<file path="src/rtl/mdio_master_ctrl.sv">
// mdio_master_ctrl -- clause-22 MDIO frame sequencer.
// Takes one register read/write request at a time, generates MDC, serialises
// the frame (preamble, ST, OP, PHYAD, REGAD, TA, DATA), releases the bus for
// the read turnaround and returns the captured data with a completion pulse.
//
// Optional feature macro: MDIO_PREAMBLE_SUPPRESS_EN
//   defined   -> adds req_nopre_i; a request with req_nopre_i=1 skips the preamble
//   undefined -> every frame carries PREAMBLE_LEN preamble bits
//
// Ports
//   clk_i, rst_i            clock, asynchronous active-high reset
//   req_valid_i/req_ready_o request handshake (ready only while idle)
//   req_write_i             1=write (OP 01), 0=read (OP 10)
//   req_phyad_i/req_regad_i PHY and register address
//   req_wdata_i             write data
//   req_nopre_i             suppress preamble (MDIO_PREAMBLE_SUPPRESS_EN only)
//   rsp_valid_o             one-cycle completion pulse
//   rsp_rdata_o/rsp_err_o   read data / no-PHY flag, updated on reads only
//   busy_o                  frame in progress
//   mdc_o, mdio_o, mdio_oe_o, mdio_i  MDIO pad signals
module mdio_master_ctrl #(
   parameter int unsigned CLK_DIV      = 10,
   parameter int unsigned PREAMBLE_LEN = 32
) (
   input  logic        clk_i,
   input  logic        rst_i,
   input  logic        req_valid_i,
   output logic        req_ready_o,
   input  logic        req_write_i,
   input  logic [4:0]  req_phyad_i,
   input  logic [4:0]  req_regad_i,
   input  logic [15:0] req_wdata_i,
`ifdef MDIO_PREAMBLE_SUPPRESS_EN
   input  logic        req_nopre_i,
`endif
   output logic        rsp_valid_o,
   output logic [15:0] rsp_rdata_o,
   output logic        rsp_err_o,
   output logic        busy_o,
   output logic        mdc_o,
   output logic        mdio_o,
   output logic        mdio_oe_o,
   input  logic        mdio_i
);

   localparam int unsigned DIV_W = (CLK_DIV < 2) ? 1 : $clog2(CLK_DIV);
   localparam int unsigned CNT_W = 5;
   localparam logic [DIV_W-1:0] DIV_LAST = DIV_W'(CLK_DIV - 1);
   localparam logic [CNT_W-1:0] PRE_LAST = CNT_W'(PREAMBLE_LEN - 1);
   localparam logic [CNT_W-1:0] HDR_LAST = CNT_W'(13);
   localparam logic [CNT_W-1:0] TA_LAST  = CNT_W'(1);
   localparam logic [CNT_W-1:0] DAT_LAST = CNT_W'(15);

   // Parameter legality checks at elaboration
   if (CLK_DIV < 2) begin : g_bad_clk_div
      $error("mdio_master_ctrl: CLK_DIV must be >= 2");
   end
   if (PREAMBLE_LEN < 1 || PREAMBLE_LEN > 32) begin : g_bad_preamble
      $error("mdio_master_ctrl: PREAMBLE_LEN must be in 1..32");
   end

   typedef enum logic [2:0] {
      S_IDLE, S_PRE, S_HDR, S_TA, S_DATA, S_DONE
   } state_t;

   state_t            state_q, state_d;
   logic [DIV_W-1:0]  div_q, div_d;
   logic [CNT_W-1:0]  cnt_q, cnt_d;
   logic [31:0]       tx_q, tx_d;
   logic              write_q, write_d;
   logic [15:0]       rx_q, rx_d;
   logic              ta2_q, ta2_d;
   logic              mdc_q, mdc_d;
   logic              mdio_q, mdio_d;
   logic              oe_q, oe_d;
   logic              ready_q, ready_d;
   logic              valid_q, valid_d;
   logic [15:0]       rdata_q, rdata_d;
   logic              err_q, err_d;
   logic              busy_q, busy_d;

   logic nopre_c;
   logic tick_c;
   logic fall_c;
   logic samp_c;

`ifdef MDIO_PREAMBLE_SUPPRESS_EN
   assign nopre_c = req_nopre_i;
`else
   assign nopre_c = 1'b0;
`endif

   // Divider terminal count, end of a bit (MDC fall) and MDIO input sample point
   assign tick_c = (div_q == DIV_LAST);
   assign fall_c = tick_c & mdc_q;
   assign samp_c = mdc_q & (div_q == '0);

   // Next-state and registered-output logic
   always_comb begin
      state_d = state_q;
      div_d   = div_q;
      cnt_d   = cnt_q;
      tx_d    = tx_q;
      write_d = write_q;
      rx_d    = rx_q;
      ta2_d   = ta2_q;
      mdc_d   = mdc_q;
      mdio_d  = mdio_q;
      oe_d    = oe_q;
      ready_d = ready_q;
      valid_d = 1'b0;
      rdata_d = rdata_q;
      err_d   = err_q;
      busy_d  = busy_q;

      // MDC generation runs in every bit-serial state
      if (state_q == S_PRE || state_q == S_HDR || state_q == S_TA || state_q == S_DATA) begin
         if (tick_c) begin
            div_d = '0;
            mdc_d = ~mdc_q;
         end else begin
            div_d = div_q + DIV_W'(1);
         end
      end

      case (state_q)
         S_IDLE: begin
            if (req_valid_i) begin
               write_d = req_write_i;
               tx_d    = {2'b01, (req_write_i ? 2'b01 : 2'b10), req_phyad_i, req_regad_i,
                          2'b10, req_wdata_i};
               div_d   = '0;
               cnt_d   = '0;
               mdc_d   = 1'b0;
               oe_d    = 1'b1;
               ready_d = 1'b0;
               busy_d  = 1'b1;
               if (nopre_c) begin
                  state_d = S_HDR;
                  mdio_d  = 1'b0;
               end else begin
                  state_d = S_PRE;
                  mdio_d  = 1'b1;
               end
            end
         end

         S_PRE: begin
            if (fall_c) begin
               if (cnt_q == PRE_LAST) begin
                  state_d = S_HDR;
                  cnt_d   = '0;
                  mdio_d  = tx_q[31];
               end else begin
                  cnt_d = cnt_q + CNT_W'(1);
               end
            end
         end

         S_HDR: begin
            if (fall_c) begin
               tx_d   = {tx_q[30:0], 1'b0};
               mdio_d = tx_q[30];
               if (cnt_q == HDR_LAST) begin
                  state_d = S_TA;
                  cnt_d   = '0;
                  // Reads release the bus from the first turnaround bit on
                  oe_d    = write_q;
                  mdio_d  = write_q ? tx_q[30] : 1'b1;
               end else begin
                  cnt_d = cnt_q + CNT_W'(1);
               end
            end
         end

         S_TA: begin
            if (samp_c && cnt_q == TA_LAST) begin
               ta2_d = mdio_i;
            end
            if (fall_c) begin
               tx_d   = {tx_q[30:0], 1'b0};
               mdio_d = write_q ? tx_q[30] : 1'b1;
               if (cnt_q == TA_LAST) begin
                  state_d = S_DATA;
                  cnt_d   = '0;
               end else begin
                  cnt_d = cnt_q + CNT_W'(1);
               end
            end
         end

         S_DATA: begin
            if (samp_c) begin
               rx_d = {rx_q[14:0], mdio_i};
            end
            if (fall_c) begin
               if (cnt_q == DAT_LAST) begin
                  state_d = S_DONE;
                  cnt_d   = '0;
                  mdio_d  = 1'b1;
                  oe_d    = 1'b0;
                  valid_d = 1'b1;
                  if (!write_q) begin
                     rdata_d = rx_q;
                     err_d   = ta2_q;
                  end
               end else begin
                  tx_d   = {tx_q[30:0], 1'b0};
                  mdio_d = write_q ? tx_q[30] : 1'b1;
                  cnt_d  = cnt_q + CNT_W'(1);
               end
            end
         end

         S_DONE: begin
            state_d = S_IDLE;
            ready_d = 1'b1;
            busy_d  = 1'b0;
         end

         default: begin
            state_d = S_IDLE;
            ready_d = 1'b1;
            busy_d  = 1'b0;
            mdc_d   = 1'b0;
            oe_d    = 1'b0;
            mdio_d  = 1'b1;
         end
      endcase
   end

   // State and output registers
   always_ff @(posedge clk_i or posedge rst_i) begin
      if (rst_i) begin
         state_q <= S_IDLE;
         div_q   <= '0;
         cnt_q   <= '0;
         tx_q    <= '0;
         write_q <= 1'b0;
         rx_q    <= '0;
         ta2_q   <= 1'b0;
         mdc_q   <= 1'b0;
         mdio_q  <= 1'b1;
         oe_q    <= 1'b0;
         ready_q <= 1'b1;
         valid_q <= 1'b0;
         rdata_q <= '0;
         err_q   <= 1'b0;
         busy_q  <= 1'b0;
      end else begin
         state_q <= state_d;
         div_q   <= div_d;
         cnt_q   <= cnt_d;
         tx_q    <= tx_d;
         write_q <= write_d;
         rx_q    <= rx_d;
         ta2_q   <= ta2_d;
         mdc_q   <= mdc_d;
         mdio_q  <= mdio_d;
         oe_q    <= oe_d;
         ready_q <= ready_d;
         valid_q <= valid_d;
         rdata_q <= rdata_d;
         err_q   <= err_d;
         busy_q  <= busy_d;
      end
   end

   assign req_ready_o = ready_q;
   assign rsp_valid_o = valid_q;
   assign rsp_rdata_o = rdata_q;
   assign rsp_err_o   = err_q;
   assign busy_o      = busy_q;
   assign mdc_o       = mdc_q;
   assign mdio_o      = mdio_q;
   assign mdio_oe_o   = oe_q;

endmodule

</file>
<file path="config.mk">
export PLATFORM = sky130hd
export DESIGN_NAME = mdio_master_ctrl
export DESIGN_NICKNAME = d
export VERILOG_FILES = /design/src/rtl/mdio_master_ctrl.sv
export SDC_FILE = /design/constraint.sdc
export NUM_CORES = 1
export LEC_CHECK = 0
export ABC_AREA = 1
export CAP_MARGIN = 25
export CORE_ASPECT_RATIO = 0.5
export CORE_MARGIN = 3
export CORE_UTILIZATION = 30
export CTS_CLUSTER_SIZE = 30
export DETAILED_ROUTE_END_ITERATION = 6
export GPL_TIMING_DRIVEN = 0
export PLACE_DENSITY = 0.48
export SYNTH_ARGS = -nofsm -noshare
export SYNTH_HDL_FRONTEND = slang
export SYNTH_SLANG_ARGS = --single-unit
</file>
<file path="constraint.sdc">
create_clock -name clk_i -period 3.4 [get_ports clk_i]
set_input_delay 0.68 -clock clk_i [delete_from_list [all_inputs] [get_ports clk_i]]
set_output_delay 0.68 -clock clk_i [all_outputs]
set_load 0.005 [all_outputs]
</file>
Word level (Yosys, flattened, before mapping):

Index checks and enable logic that the tools add are counted.

* flip-flop bits (word level): 85
* output and inout bits: 23
* logic and storage cells: 122

* bitwise operators: 7
* eq/ne operators: 21
* $add $sub $neg: 2
* reductions and logical operators: 22
* muxes and demuxes: 55

Operators with widths (number)
* two-way mux 32 bit: 4
* one-hot mux 32 bit (3 select lines): 1
* two-way mux 5 bit: 9
* two-way mux 3 bit: 9
* one-hot mux 5 bit (5 select lines): 1
* two-way mux 1 bit: 20
* two-way mux 4 bit: 4
* one-hot mux 3 bit (5 select lines): 1
* != test 2 bit (second input constant): 6
* AND reduction 6 bit: 2
* == test 5 x 4 -> 1 bit (second input constant): 2
* != test 2 x 1 -> 1 bit (second input constant): 5
* AND reduction 9 bit: 1
* AND reduction 2 bit: 4
* AND reduction 7 bit: 1
* == test 3 x 2 -> 1 bit (second input constant): 2
* == test 3 bit (second input constant): 2
* one-hot mux 1 bit (2 select lines): 3
* one-hot mux 1 bit (6 select lines): 1
* adder 5 x 1 -> 5 bit (second input constant): 1
* == test 5 x 1 -> 1 bit (second input constant): 1
* == test 5 bit (second input constant): 1
* NOT 1 bit: 5
* AND reduction 5 bit: 1
* 17 further kinds: 20

Longest topological paths before layout:

Gate-level depths: netlist (run 1).

* word-level depth: 7
* depth in mapped cells: 13

Worst setup path before layout (run 1):

OpenSTA, ideal clock, no wires.

* path kind: register -> register
* start: register div_q[1]
* end: register tx_q[31]
* setup time: 117 ps
* cell stages (with the launch flop): 14
* arrival: 1681 ps
* data required time: 3283 ps
* buffers on the path: 1
* path slack: 1601 ps
* path through: dfrtp_1 inv_1 ha_1 nand3_1 inv_1 ha_1 inv_1 o21ai_0 nand2_1 nor2_4 inv_2 buf_6 nand2_1 nand2_1

* word-level cells in the longest chain between the ends: 4
* elaborated cells on any way between the ends: 5
* those cells by class: eq/ne (3); bitwise (1); reduce/logical (1)

RTL lines
* start, declared: line 67 `logic [DIV_W-1:0] div_q, div_d;`
* start signal, assigned: line 252 `div_q <= div_d;`
* == test 4 bit *: line 94 `assign tick_c = (div_q == DIV_LAST);`
* AND 1 bit *: line 95 `assign fall_c = tick_c & mdc_q;`
* != test 2 x 1 -> 1 bit (no line) / != test 2 bit (equally long branches)
* AND reduction 5 bit (no line) *
* end signal, assigned: line 254 `tx_q <= tx_d;`
* end, declared: line 69 `logic [31:0] tx_q, tx_d;`

Mark *: on every way between the ends. The rest lies on a longest branch, timed or not.
A chain may end at the register's enable or synchronous reset.

Worst setup path after layout (run 1):

* start: register mdio_q, in the netlist mdio_o
* end: output mdio_o

RTL lines
* start, declared: line 74 `logic mdio_q, mdio_d;`
* start signal, assigned: line 259 `mdio_q <= mdio_d;`
* end, declared: line 41 `output logic mdio_o,`

No word-level cell between the ends.

==> impl_metrics.json, run 1 <==
{
  "max_stage_delay_ns": 0.53,
  "vias": 3503,
  "die_y_um": 90.2,
  "worstHoldPathCells": 2,
  "antenna_found_initial": 0,
  "path_cells": "clkdlybuf4s50_1",
  "yosysWarnings": 0,
  "r2r_start": "div_q[1]",
  "period_share_pct": 60.5,
  "r2r_cells": 13,
  "fmax_mhz": 487,
  "tightestPinTransition_ns": 0.503,
  "synth_cells": 553,
  "yosys-top-cells-area": "dfrtp_1 49%, nand2_1 23%, inv_1 4.2%, o21ai_0 3.5%, nor2_1 2.8%",
  "postRouteAntennaNets": 0,
  "ctsLongestPathBuffers": 2,
  "grt_max_degree": 50,
  "drt_first_pass_iters": 4,
  "final_nets": 658,
  "die_x_um": 174,
  "fin_area_um2": 5360,
  "netlist.area_leader.share_pct": 48.9,
  "worstSkewPairLatency_ns": 0.34,
  "synth_top_cell_by_area": "dfrtp_1",
  "ioPinCount": 54,
  "min_period_ns": 2.06,
  "avgSynthCellArea_um2": 7.69,
  "synth_area_um2": 4250,
  "vias_per_cell": 4.30,
  "crit_path_end_kind": "output pin",
  "critPathLaunch": "mdio_o",
  "io_buffer_count": 53,
  "grt_pass1_wl_um": 16500,
  "grt_pass1_vias": 3366,
  "drc": 0,
  "cp.depth": 1,
  "slew-limit-headroom_pct": 66.4,
  "htreeDepth": 3,
  "gp_congestion": 0.844,
  "diodes": 0,
  "p_per_area_nw_per_um2": 793,
  "cp.required_ns": 2.72,
  "cts.hold.buffers_added": 0,
  "cts_root_buf": "clkbuf_16",
  "cpLargestDelayFamily": "flip-flops",
  "cts_buffers": 9,
  "dpl-instance-area_um2": 5050,
  "dp_hpwl_um": 6660,
  "path_class": "flop to output pin",
  "status": "finished, final reports clean",
  "hp-class": "flop to flop",
  "layout_common_cells": "259 x nand2_1, 83 x dfrtp_1, 53 x clkdlybuf4s50_1",
  "num_rows": 30,
  "grt_overflow": 0,
  "cap_violations": 0,
  "finalHoldViolations": 0,
  "cts_resized": 0,
  "wl_per_cell_um": 11.6,
  "cp.buffers_inverters": 1,
  "critPathCapture": "mdio_o",
  "ys_seq_area_share_pct": 50.1,
  "layout_commonest_cell": "nand2_1",
  "timing.rr.end": "tx_q[10]",
  "wl_um": 9460,
  "cts_tree": "done",
  "cp-start-kind": "flop",
  "setup_viol": 0,
  "async_flop_share_pct": 100,
  "skew_ns": 0.00796,
  "die-area_um2": 15700,
  "leakagePower_nw": 2.75,
  "cpMaxStageDelayCell": "dfstp_2",
  "path_max_fanout": 2,
  "ir_worst_vdd_mv": 0.320,
  "grtUsageTotal_pct": 12.8,
  "drv_slew": 0,
  "start_util_pct": 31.0,
  "whs_ns": 0.465,
  "core_area_um2": 13700,
  "reg2reg_slack_ns": 1.35,
  "drt_iter0_drc": 208,
  "synth_edf_count": 0,
  "ys_types": 27,
  "synth_nets": 593,
  "drive_above_1_share_pct": 8.83,
  "synthToLayoutAreaGrowth_pct": 26.0,
  "synth-seq-cells": 85,
  "post_cts_buffers": 0,
  "synth_top_flop_cell": "dfrtp_1",
  "crit_arrival_ns": 1.38,
  "totalPowerFinal_mw": 4.25,
  "rsz0062_at_grt": "no",
  "clock-sinks": 85,
  "clk_pin_slew_ns": 0.06
}
[state kept, by name, indices dropped and copies added (netlist names)]
register / count
rx_q: 16
mdio_o: 1
ta2_q: 1
rsp_valid_o: 1
rsp_rdata_o: 16
req_ready_o: 1
tx_q: 32
write_q: 1
mdio_oe_o: 1
mdc_o: 1
rsp_err_o: 1
state_q: 3
cnt_q: 5
busy_o: 1
div_q: 4
[power breakdown]
part	leakage, nW	internal, mW	switching (mW)	total [mW]
registers	1.10	1.35	0.207	1.56
clock network	0.147	0.579	0.433	1.01
logic	1.50	0.618	1.06	1.68
[metrics by stage]
stage               worst slack, ns  util, %  cells  setup TNS, ns
floorplan                     0.530        -    553              0
global placement              -1.08     36.7    798         -89.80
detailed placement             1.17     36.9    799              0
CTS                            1.31     39.1    815              0
global route                   1.11     39.1    815              0
finish                         1.34     39.1    815              0
[cell type report]
cell class | count | area, um^2
Clock buffer | 9 | 225
Fill cell | 1457 | 8350
Clock inverter | 7 | 77.6
Inverter | 53 | 201
Multi-Input combinational cell | 397 | 1780
Timing Repair Buffer | 54 | 558
Sequential cell | 85 | 2130
Tap cell | 192 | 240
Buffer | 18 | 140
[synthesized netlist by cell type (3+ instances only)]
library cell	count
o21ai_1	9
ha_1	9
dfrtp_1	83
a21oi_1	10
o21ai_2	6
inv_1	48
nand4_1	3
nor3_1	3
inv_2	5
nand2_1	259
nand3_1	22
nand3b_1	3
nor2_1	32
buf_6	8
buf_2	7
o21ai_0	30
[cell families after synthesis]
| family | Yosys count | share of synthesized area [%] |
|---|---|---|
| flip-flops | 85 | 50.1 |
| buffers and inverters | 71 | 7.98 |
| XOR/XNOR | 2 | 0.412 |
| AO/OA/AOI/OAI | 56 | 7.18 |
| AND/OR/NAND/NOR | 330 | 31.7 |
| adder cells (fa/ha/maj) | 9 | 2.65 |
[worst min path at each step]
stage,from,to,slack (ns)
after floorplan,tx_q[27],tx_q[27],0.44
after global placement,req_ready_o,req_ready_o,0.45
after detailed placement,req_ready_o,req_ready_o,0.46
after CTS,req_ready_o,req_ready_o,0.47
after global routing,req_ready_o,req_ready_o,0.49
final,req_ready_o,req_ready_o,0.47
[per-layer routing]
metal | part of all wire, % | vias up | global-route usage [%]
met5 | 0 | - | 0
met4 | 0.47 | 0 | 2.81
met3 | 3.6 | 6 | 3.59
met2 | 43 | 56 | 19.3
met1 | 53 | 1589 | 18.2
li1 | - | 1852 | -
(Power assumes the default switching activity.)
==> inputs of run 2 (changes only) <==
clock period = 1.9 ns   (was 3.4 ns; I/O delays follow)
==> run 2 against run 1 <==
- final cell count grew 1.6%
- sequential power is 81% higher
- register-to-register slack got worse by 1.3 ns
- highest routed layer unchanged
- critical path type is now flop to flop
- combinational power increased by 110%
- global-route usage grew 0.098 points
- via count increased by 0.74%
- first-iteration DRC count rose by 7.2%
- clock power increased by 66%
- core utilization is 2.0 points higher
- critical path depth is 12 higher
==> impl_metrics.json, run 2 (synthesized netlist as in run 1, its figures left out) <==
{
  "grt_pass1_wl_um": 16500,
  "layout_commonest_cell": "nand2_1",
  "clk_pin_slew_ns": 0.07,
  "slew-limit-headroom_pct": 66.2,
  "cp-start-kind": "flop",
  "ir_worst_vdd_mv": 0.579,
  "crit_arrival_ns": 2.10,
  "r2r_start": "div_q[1]",
  "cpLargestDelayFamily": "buffers and inverters",
  "drv_slew": 0,
  "cp.buffers_inverters": 5,
  "gp_congestion": 0.800,
  "grt_max_degree": 26,
  "drt_iter0_drc": 223,
  "final_util_pct": 41.1,
  "antenna_found_initial": 0,
  "critPathLaunch": "div_q[1]",
  "final_nets": 671,
  "fmax_mhz": 533,
  "die_y_um": 90.2,
  "ctsLongestPathBuffers": 2,
  "start_util_pct": 31.0,
  "diodes": 0,
  "min_period_ns": 1.87,
  "cts.hold.buffers_added": 0,
  "reg2reg_slack_ns": 0.03,
  "cts_buffers": 9,
  "rsz0062_at_grt": "yes",
  "die_x_um": 174,
  "path_class": "flop to flop",
  "skew_ns": 0.0121,
  "fin_area_um2": 5630,
  "htreeDepth": 3,
  "synthToLayoutAreaGrowth_pct": 32.5,
  "fin_ws_ns": 0.0253,
  "status": "finished, final reports clean",
  "cts_root_buf": "clkbuf_16",
  "num_rows": 30,
  "worstSkewPairLatency_ns": 0.34,
  "core_area_um2": 13700,
  "preCtsSetupSlack_ns": -0.164,
  "dpl-instance-area_um2": 5090,
  "hp-class": "input port to async pin",
  "cts_tree": "done",
  "die-area_um2": 15700,
  "tightestPinTransition_ns": 0.506,
  "leakagePower_nw": 2.83,
  "io_buffer_count": 53,
  "cpMaxStageDelayCell": "dfrtp_1",
  "timing.rr.end": "tx_q[8]",
  "largest_register": "tx_q",
  "path_cells": "inv_2 > ha_4 > nand3_4 > inv_2 > ha_4 > inv_4 > o21ai_2 > nand2_2 > nor2_4 > clkinv_4 > clkbuf_16 > nand2_1 > nand2_1",
  "drt_first_pass_iters": 4,
  "drc": 0,
  "multi_input_area_um2": 1910,
  "cp.required_ns": 2.12,
  "setup_viol": 0,
  "wl_um": 9740,
  "fillers": 1422,
  "vias_per_cell": 4.26,
  "grt_overflow": 0,
  "period_share_pct": 98.7,
  "largest_register_ffs": 32,
  "vias": 3529,
  "max_stage_delay_ns": 0.39,
  "drive_above_1_share_pct": 15.4,
  "crit_path_end_kind": "flop",
  "ioPinCount": 54,
  "clock-sinks": 85,
  "path_max_fanout": 6,
  "p_per_area_nw_per_um2": 1410,
  "regArea_um2": 2130,
  "grt_pass1_vias": 3361,
  "grtUsageTotal_pct": 12.9,
  "postRouteAntennaNets": 0,
  "wl_per_cell_um": 11.8,
  "dp_hpwl_um": 6830,
  "layout_common_cells": "248 x nand2_1, 81 x dfrtp_1, 53 x clkdlybuf4s50_1",
  "cap_violations": 0,
  "finalHoldViolations": 0,
  "whs_ns": 0.421,
  "r2r_cells": 13
}
-- run 2: cell type report --
| type | count | area share [%] |
|---|---|---|
| plain buffers | 17 | 2.47 |
| clock buffers | 9 | 4.00 |
| clock inverters | 7 | 0.999 |
| inverters | 53 | 3.73 |
| multi-input cells | 397 | 33.9 |
| flip-flops and latches | 85 | 37.8 |
| well taps | 192 | 4.26 |
| repair buffers | 68 | 12.8 |
-- run 2: how the worst max path moves through the flow --
stage / slack, ns / endpoint / cells past startpoint
after detailed placement: -0.16 / cnt_q[2] / 12
after global placement: -0.53 / tx_q[19] / 2
after CTS: 0.01 / tx_q[9] / 13
after floorplan: 0.10 / tx_q[31] / 13
after global routing: -0.08 / tx_q[16] / 13
final: 0.03 / tx_q[8] / 13
-- run 2: timing repair --
item,in CTS,in global routing
endpoints found under the setup margin,62,61
buffers inserted,5,6
pin swaps,2,3
gates cloned,0,1
gates resized for setup,8,40
-- run 2: where the power goes --
group          internal, mW  leakage [nW]  switching [mW]
Clock                 0.903         0.137           0.774
Combinational          1.38          1.59            2.07
Sequential             2.42          1.10           0.402
-- run 2: per-stage QoR --
| step | total power [mW] | instances | setup TNS, ns |
|---|---|---|---|
| after floorplan | 5.01 | 553 | 0 |
| after global placement | 5.86 | 798 | -51.05 |
| after detailed placement | 5.90 | 801 | -6.13 |
| after CTS | 7.69 | 822 | 0 |
| after global routing | 8.68 | 828 | -2.03 |
| final | 7.95 | 828 | 0 |
-- run 2: routing by layer --
| metal | wire, um | track usage, % | share of wire (%) | vias to the layer above |
|---|---|---|---|---|
| met5 | 0 | 0 | 0 | - |
| met4 | 28 | 3.48 | 0.29 | 0 |
| met3 | 317 | 4.09 | 3.3 | 2 |
| met2 | 4220 | 19.5 | 43 | 56 |
| met1 | 5170 | 17.8 | 53 | 1608 |
| li1 | - | - | - | 1863 |
-- run 2: worst register-to-register path, cell delays in order (launching register included) --
cell       delay [ns]
dfrtp_1          0.39
inv_2            0.10
ha_4             0.15
nand3_4          0.08
inv_2            0.07
ha_4             0.13
inv_4            0.05
o21ai_2          0.12
nand2_2          0.08
nor2_4           0.20
clkinv_4         0.13
clkbuf_16        0.17
nand2_1          0.05
nand2_1          0.05
==> inputs of run 3 (changes only) <==
CAP_MARGIN = not set   (was 25)
PLACE_DENSITY = 0.5   (was 0.48)
clock period = 1.72 ns   (was 1.9 ns; I/O delays follow)
==> run 3 against run 2 <==
- the run now ends with negative setup slack left
- largest cell class unchanged
- core utilization rose by 3.9 points
- clock power rose by 12%
- maximum frequency fell by 0.13%
- first-iteration DRC count fell by 24%
- non-clock buffer count rose by 20
- global-route usage rose by 1.0 points
- final area rose by 9.4%
- final cell count rose by 2.4%
- critical endpoint is now tx_q[7]
- routed wire length rose by 9.6%
- largest power group unchanged
==> impl_metrics.json, run 3 (synthesized netlist as in run 1, its figures left out) <==
{
  "totalPowerFinal_mw": 9.91,
  "vias": 3735,
  "period_share_pct": 109,
  "largest_register_ffs": 32,
  "instances_no_fill": 848,
  "status": "complete, but fails checks",
  "ioPinCount": 54,
  "grtUsageTotal_pct": 13.9,
  "setup_viol": 67,
  "crit_arrival_ns": 2.10,
  "fmax_mhz": 533,
  "slew-limit-headroom_pct": 53.3,
  "io_buffer_count": 53,
  "fin_ws_ns": -0.157,
  "path_class": "flop to flop",
  "cts_buffers": 9,
  "drc": 0,
  "cp-start-kind": "flop",
  "core_area_um2": 13700,
  "htreeDepth": 3,
  "finalHoldViolations": 0,
  "ir_worst_vdd_mv": 0.571,
  "layout_commonest_cell": "nand2_1",
  "grt_pass1_wl_um": 17900,
  "r2r_start": "div_q[1]",
  "cap_violations": 0,
  "dp_cells": 800,
  "min_period_ns": 1.88,
  "antenna_found_initial": 0,
  "cts_tree": "done",
  "leakagePower_nw": 3.05,
  "clock-sinks": 85,
  "num_rows": 30,
  "grt_pass1_vias": 3595,
  "drive_above_1_share_pct": 26.5,
  "cts.hold.buffers_added": 0,
  "dp_hpwl_um": 7070,
  "largest_register": "tx_q",
  "hp-class": "input port to async pin",
  "grt_overflow": 0,
  "r2r_cells": 14,
  "regArea_um2": 2130,
  "path_cells": "inv_2 > ha_4 > nand3_4 > inv_2 > ha_4 > inv_6 > o21ai_2 > nand2_2 > nor2_4 > inv_4 > buf_12 > buf_12 > nand2_2 > nand2_1",
  "cts_root_buf": "clkbuf_16",
  "final_nets": 691,
  "wl_per_cell_um": 12.6,
  "drt_first_pass_iters": 4,
  "die_x_um": 174,
  "vias_per_cell": 4.40,
  "die_y_um": 90.2,
  "start_util_pct": 31.0,
  "preCtsSetupSlack_ns": -0.295,
  "whs_ns": 0.460,
  "layout_common_cells": "205 x nand2_1, 81 x dfrtp_1, 51 x clkdlybuf4s50_1",
  "die-area_um2": 15700,
  "drt_iter0_drc": 169,
  "reg2reg_slack_ns": -0.16,
  "multi_input_area_um2": 2100,
  "gp_congestion": 0.831,
  "final_util_pct": 45.0,
  "p_per_area_nw_per_um2": 1610,
  "max_stage_delay_ns": 0.39,
  "drv_slew": 0,
  "grt_max_degree": 32,
  "cpMaxStageDelayCell": "dfrtp_1",
  "postRouteAntennaNets": 0,
  "worstSkewPairLatency_ns": 0.34,
  "ctsLongestPathBuffers": 2,
  "timing.rr.end": "tx_q[7]",
  "tightestPinTransition_ns": 0.699,
  "synthToLayoutAreaGrowth_pct": 45.0,
  "rsz0062_at_grt": "yes",
  "diodes": 0,
  "wl_um": 10700,
  "skew_ns": 0.00857,
  "path_max_fanout": 6,
  "clk_pin_slew_ns": 0.07,
  "cp.required_ns": 1.94,
  "crit_path_end_kind": "flop",
  "fillers": 1372,
  "failed_checks": "negative setup slack"
}
-- run 3: cell types whose count changed in the layout (fill, tap and decap cells not counted), moves of 3 or more --
cell      delta
nand2_1     -43
nand2_2     +38
o21ai_0     -14
o21ai_1      +9
buf_8        +8
buf_12       +7
buf_4        +7
nand2_4      +5
o21ai_2      +5
inv_1        -4
inv_2        +4
clkinv_4     -3
-- run 3: critical path, delay by kind of cell, from the launching register on --
family	cells	cell delay, ns
simple gates	5	0.43
compound gates	1	0.11
buf+inv	6	0.57
flops	1	0.39
fa+ha+maj	2	0.28
-- run 3: stage by stage --
step                TNS (ns)  cell area [um^2]
detailed placement    -15.59              5070
CTS                    -5.56              5880
floorplan                  0              4260
global placement      -69.87              5030
finish                 -6.41              6170
global route          -14.10              6170
-- run 3: metal layers --
metal,vias up,track usage (%),share of wire (%)
li1,1918,-,-
met1,1755,20.3,51
met2,56,20.4,45
met3,6,3.88,3.4
met4,0,3.07,0.73
met5,-,0,0
-- run 3: repair_timing --
action	in CTS	in global routing
setup endpoints to repair	79	81
pin swaps	8	29
resized for setup	77	79
buffers inserted	24	5
cloned	4	3
-- run 3: power by group --
part           total [mW]  internal, mW  switching [mW]
sequential           3.20          2.68           0.518
combinational        4.84          2.14            2.70
clock                1.88          1.04           0.846
total                9.91          5.85            4.06
-- run 3: worst max-delay path by stage --
stage	from	slack [ns]	end
floorplan	div_q[1]	0.007	tx_q[31]
global placement	rst_i	-0.66	busy_o
detailed placement	div_q[0]	-0.29	rx_q[5]
CTS	div_q[1]	-0.14	tx_q[1]
global route	div_q[1]	-0.27	tx_q[8]
finish	div_q[1]	-0.16	tx_q[7]
-- run 3: final cells by class --
cell class	count	share of cell area [%]
inverter	53	3.41
clock buffer	11	3.94
timing repair buffer	88	16.2
buffer	17	3.31
sequential	85	34.6
multi-input combinational	397	34.0
tap	192	3.90
clock inverter	5	0.690
